$ cat config.mk
export PLATFORM = sky130hd
export DESIGN_NAME = fifo_loader
export DESIGN_NICKNAME = d
export VERILOG_FILES = /design/src/rtl/fifo_loader.sv
export SDC_FILE = /design/constraint.sdc
export NUM_CORES = 1
export LEC_CHECK = 0
export CAP_MARGIN = 30
export CORE_MARGIN = 4
export CORE_UTILIZATION = 30
export DETAILED_ROUTE_END_ITERATION = 10
export SLEW_MARGIN = 20
export SYNTH_ARGS = -nofsm -noshare
export SYNTH_HDL_FRONTEND = slang
export SYNTH_SLANG_ARGS = --single-unit
$ cat constraint.sdc
create_clock -name clk -period 1.8 [get_ports clk]
set_input_delay 0.27 -clock clk [delete_from_list [all_inputs] [get_ports clk]]
set_output_delay 0.27 -clock clk [all_outputs]
set_load 0.02 [all_outputs]
$ cat src/rtl/fifo_loader.sv
// Staging register file that streams its contents into a DEPTH-deep delay FIFO,
// followed by DEPTH zero beats that push the data out to the FIFO's q.
module fifo_loader #(
  parameter int DEPTH = 8,
  parameter int BITS  = 64
) (
  input  logic                     clk,
  input  logic                     rst_n,
  input  logic                     wr_valid,
  input  logic [$clog2(DEPTH)-1:0] wr_addr,
  input  logic [BITS-1:0]          wr_data,
  input  logic                     start,
  input  logic                     hold,
  output logic                     fifo_en,
  output logic [BITS-1:0]          fifo_d,
  output logic                     busy,
  output logic                     done,
  output logic                     wr_err
);
  localparam int AW = $clog2(DEPTH);
  localparam logic [1:0] S_IDLE  = 2'd0;
  localparam logic [1:0] S_LOAD  = 2'd1;
  localparam logic [1:0] S_FLUSH = 2'd2;
  localparam logic [1:0] S_DONE  = 2'd3;
  localparam logic [AW-1:0] LAST = AW'(DEPTH - 1);

  logic [1:0]            state_q, state_d;
  logic [AW-1:0]         cnt_q, cnt_d;
  logic [BITS-1:0]       stage_q [DEPTH];
  logic                  done_q, wr_err_q;
  logic                  addr_ok, wr_ok;

  // Only non-power-of-two depths can see an out-of-range index.
  generate
    if (DEPTH == (1 << AW)) begin : g_pow2
      assign addr_ok = 1'b1;
    end else begin : g_npow2
      localparam logic [AW:0] DEPTH_W = (AW+1)'(DEPTH);
      assign addr_ok = {1'b0, wr_addr} < DEPTH_W;
    end
  endgenerate

  assign wr_ok   = wr_valid && (state_q == S_IDLE) && addr_ok;
  assign busy    = (state_q == S_LOAD) || (state_q == S_FLUSH);
  assign fifo_en = busy && !hold;
  assign fifo_d  = (state_q == S_LOAD) ? stage_q[cnt_q] : '0;
  assign done    = done_q;
  assign wr_err  = wr_err_q;

  always_comb begin
    state_d = state_q;
    cnt_d   = cnt_q;
    case (state_q)
      S_IDLE: begin
        if (start) begin
          state_d = S_LOAD;
          cnt_d   = '0;
        end
      end
      S_LOAD: begin
        if (fifo_en) begin
          if (cnt_q == LAST) begin
            state_d = S_FLUSH;
            cnt_d   = '0;
          end else begin
            cnt_d = cnt_q + 1'b1;
          end
        end
      end
      S_FLUSH: begin
        if (fifo_en) begin
          if (cnt_q == LAST) begin
            state_d = S_DONE;
            cnt_d   = '0;
          end else begin
            cnt_d = cnt_q + 1'b1;
          end
        end
      end
      default: begin
        state_d = S_IDLE;
        cnt_d   = '0;
      end
    endcase
  end

  always_ff @(posedge clk or negedge rst_n) begin
    if (!rst_n) begin
      state_q  <= S_IDLE;
      cnt_q    <= '0;
      done_q   <= 1'b0;
      wr_err_q <= 1'b0;
    end else begin
      state_q  <= state_d;
      cnt_q    <= cnt_d;
      done_q   <= (state_d == S_DONE);
      wr_err_q <= wr_valid && !wr_ok;
    end
  end

  // A write coinciding with start lands before the first LOAD beat reads it.
  always_ff @(posedge clk or negedge rst_n) begin
    if (!rst_n) begin
      for (int i = 0; i < DEPTH; i++) stage_q[i] <= '0;
    end else if (wr_ok) begin
      for (int i = 0; i < DEPTH; i++)
        if (wr_addr == AW'(i)) stage_q[i] <= wr_data;
    end
  end

endmodule
==> metrics.md <==
| Metric | Value |
|---|---|
| Overall Power | 61.9 mW |
| Initial antenna violation count | 8 |
| Share of cells above drive strength 1 | 64.1% |
| Final setup margin | -0.907 ns |
| FF-to-FF End | stage_q[39] |
| Crit Path Class | flop to output pin |
| Slew at the pin closest to its max-slew limit | 0.482 ns |
| Post-DR wirelength/cell | 26.2 µm |
| CTS tree | yes |
| WL final | 80,900 µm |
| #FFs+latches synth | 519 |
| YS warnings | 0 |
| Final instance area | 36,300 µm² |
| Synth Cell Area | 24,000 µm² |
| Sw frac | 31.8% |
| Mapped Cells | 1,571 |
| Post-DP HPWL | 42,200 µm |
| Post-Route Setup TNS | -153.64 ns |
| Pin count of the biggest net entering global routing | 83 |
| 1st-iter DRT viols | 975 |
| Combinational share of power | 44.6% |
| Vias in the first global route | 16,700 |
| Pre-CTS WS | -0.656 ns |
| Setup crit start kind | flop |
| WP data arrival | 2.44 ns |
| Post-route DRC violation count | 0 |
| Die Span X | 291 µm |
| Root buf cell | clkbuf_16 |
| Hold WC Path Type | input pin to async pin |
| Number of port buffers | 139 |
| CP startpoint | cnt_q[2] |
| Pwr dens | 1700 nW/µm² |
| Slowest cell on the critical path | dfrtp_4 |
| First-pass GRT wire length | 108,000 µm |
| Worst Setup EP | fifo_d[49] |
| Max FO, Critical Path | 8 |
| Unique masters post-synth | 30 |
| Vias | 15,600 |
| Total of max-cap violations | 0 |
| Avg Vias per Cell | 5.04 |
| Final setup violation count | 585 |
| Routed Antenna Nets | 0 |
| Initial Utilization | 30.3% |
| Power share of the clock group | 21.6% |
| Drt pass-1 iters | 4 |
| Placement row count | 103 |
| Slew Viols, Final | 0 |
| Peak supply drop | 0.00104 V |
| Util after Layout | 45.9% |
| Gp weighted congestion | 0.743 |
| Core ar. | 79,100 µm² |
| Num CTS Buffers | 58 |
| Rel. slew slack | 67.8% |
| Post-DP Area | 29,600 µm² |
| Crit path largest cell delay | 0.60 ns |
| Worst-Skew Late Latency | 0.63 ns |
| Final hold vios | 0 |
| Clk sink count | 519 |
| Setup slack, reg-to-reg | -0.29 ns |
| Tot GR Track Use | 16.4% |
| GRT overflow | 0 |
| Top Ports | 140 |
| CP Capture Type | output pin |
| Part of the power in registers | 33.8% |
| Leak | 15.6 nW |
| Period minus WS final | 2.71 ns |
| Critical-path cell list | buf_6 -> buf_16 -> buf_8 -> mux2i_4 -> a221oi_4 -> buf_6 |
| Post-synthesis sequential area ratio | 54.1% |
| Clock Path Buffers | 3 |
| Die height | 291 µm |
| Syn Nets | 1,650 |
| Most used cell, CP | buf_6 |
| Failing checks | setup timing |
| Top achievable clock speed | 0.369 GHz |
| H-Tree Depth | 2 |
| NetSw | 19.7 mW |
| Synth-to-layout area growth | 51.4% |
| RSZ-0062 raised after global routing | true |
| Clock Skews | 0.0306 ns |
| Reg2reg start | state_q[0] |
| Fin crit share | 150% |
| Path depth of the worst reg2reg path | 10 |
| Clock transition at path regs | 0.06 ns |
| Layout Nets | 2,065 |
| Cell internal pwr | 42.2 mW |
| Critical Path RT | 1.53 ns |
| Die area | 84,600 µm² |
| Mean post-synth cell area | 15.3 µm² |
| Status | complete, but fails checks |
## cells by family (layout without fill, tap and decap cells)
family / count (synthesis) / after routing / synth area share (%)
buf+inv: 174 / 638 / 3.59
compound gates: 142 / 142 / 4.04
mux: 704 / 704 / 37.2
other cells: 0 / 4 / 0
simple gates: 25 / 26 / 0.668
fa+ha+maj: 7 / 7 / 0.365
flops: 519 / 519 / 54.1
## worst max-delay path: cells and delay by family (launching register included)
family	cells	cell delay [ns]
DFF	1	0.60
muxes	1	0.18
AOI/OAI and AO/OA	1	0.44
buffers and inverters	4	0.61
## power groups by stage
| stage | Clock (mW) | Combinational, mW | Sequential [mW] |
|---|---|---|---|
| after global placement | 0 | 22.4 | 20.1 |
| final | 13.4 | 27.6 | 20.9 |
| after detailed placement | 0 | 22.8 | 20.6 |
| after CTS | 13.6 | 24.8 | 20.5 |
| after global routing | 14.2 | 29.2 | 21.5 |
| after floorplan | 0 | 15.4 | 19.5 |
## worst min path at each step
stage,startpoint,to,cells past startpoint
after detailed placement,rst_n,stage_q[375],1
after global placement,rst_n,stage_q[375],1
after floorplan,rst_n,cnt_q[0],0
after global routing,rst_n,stage_q[375],2
after CTS,rst_n,stage_q[375],2
final,rst_n,stage_q[375],2
## cell usage after synthesis
cell type,count,area share (%)
mux2_1,3,0.14
mux4_2,64,6.0
nor2_2,7,0.18
ha_1,7,0.37
clkbuf_1,26,0.41
mux2_4,95,5.9
mux2_2,478,22
o21ai_0,68,1.4
nor2_1,1,0.016
a31oi_1,1,0.026
inv_1,67,1.0
mux2i_1,64,2.7
buf_2,58,1.2
a21o_1,1,0.031
a221oi_1,64,2.3
buf_4,10,0.31
or3_1,2,0.052
nand2_1,3,0.047
nand3b_2,1,0.047
or4b_2,1,0.042
nor2b_1,3,0.078
a22o_1,2,0.073
nand3b_1,1,0.031
nand3_2,1,0.042
nand2b_1,5,0.13
a211oi_1,2,0.063
o21a_1,1,0.031
buf_6,13,0.61
dfrtp_1,519,54
a21oi_1,3,0.063
## metrics by stage
step,instances,hold WS (ns)
finish,3090,0.159
CTS,3017,0.149
floorplan,1571,-0.0256
global placement,2848,0.185
global route,3086,0.164
detailed placement,2848,0.185
## final cells by class
| type | instances | area, µm² |
|---|---|---|
| clock inverters | 31 | 497 |
| well taps | 1050 | 1310 |
| repair buffers | 461 | 6790 |
| multi-input cells | 879 | 12800 |
| flip-flops and latches | 519 | 13000 |
| diodes | 4 | 10.0 |
| fillers | 6787 | 42800 |
| clock buffers | 79 | 1670 |
| inverters | 67 | 254 |
## sequential cells by signal (all words and copies together) (netlist names)
name and cells:
done 1, wr_err 1, cnt_q 3, stage_q 512, state_q 2
## layout by cell type (no fill, tap or decap), types with 4 or more instances in the layout
| cell | instances |
|---|---|
| clkinv_2 | 11 |
| diode_2 | 4 |
| buf_6 | 93 |
| inv_1 | 17 |
| mux4_2 | 64 |
| mux2_4 | 423 |
| mux2_2 | 153 |
| nor2_4 | 7 |
| clkdlybuf4s50_1 | 72 |
| dfrtp_1 | 516 |
| clkbuf_1 | 8 |
| o21ai_2 | 23 |
| buf_8 | 13 |
| mux2i_1 | 51 |
| buf_4 | 106 |
| o21ai_4 | 4 |
| o21ai_1 | 30 |
| nand2b_1 | 4 |
| clkbuf_8 | 12 |
| buf_16 | 38 |
| clkbuf_16 | 102 |
| o21ai_0 | 11 |
| inv_2 | 49 |
| buf_12 | 93 |
| bufinv_16 | 12 |
| ha_1 | 5 |
| a221oi_4 | 62 |
| mux2i_2 | 10 |
## per-layer routing
layer	vias up	track usage (%)	wire length, µm	share of wire, %
met5	-	0	22	0.027
met4	4	3.44	1470	1.8
met3	106	2.95	3400	4.2
met2	330	26.8	38600	48
met1	8453	23.0	37400	46
li1	6678	-	-	-
## what timing repair did
| action | in CTS | in global routing |
|---|---|---|
| gates resized for setup | 572 | 444 |
| setup buffers | 44 | 41 |
| hold buffers | 1 | 0 |
| gates cloned | 28 | 50 |
| endpoints found under the hold margin | 341 | 0 |
| endpoints found under the setup margin | 585 | 586 |
| pin swaps | 28 | 38 |
No activity file was read; power rests on OpenSTA's default activity.
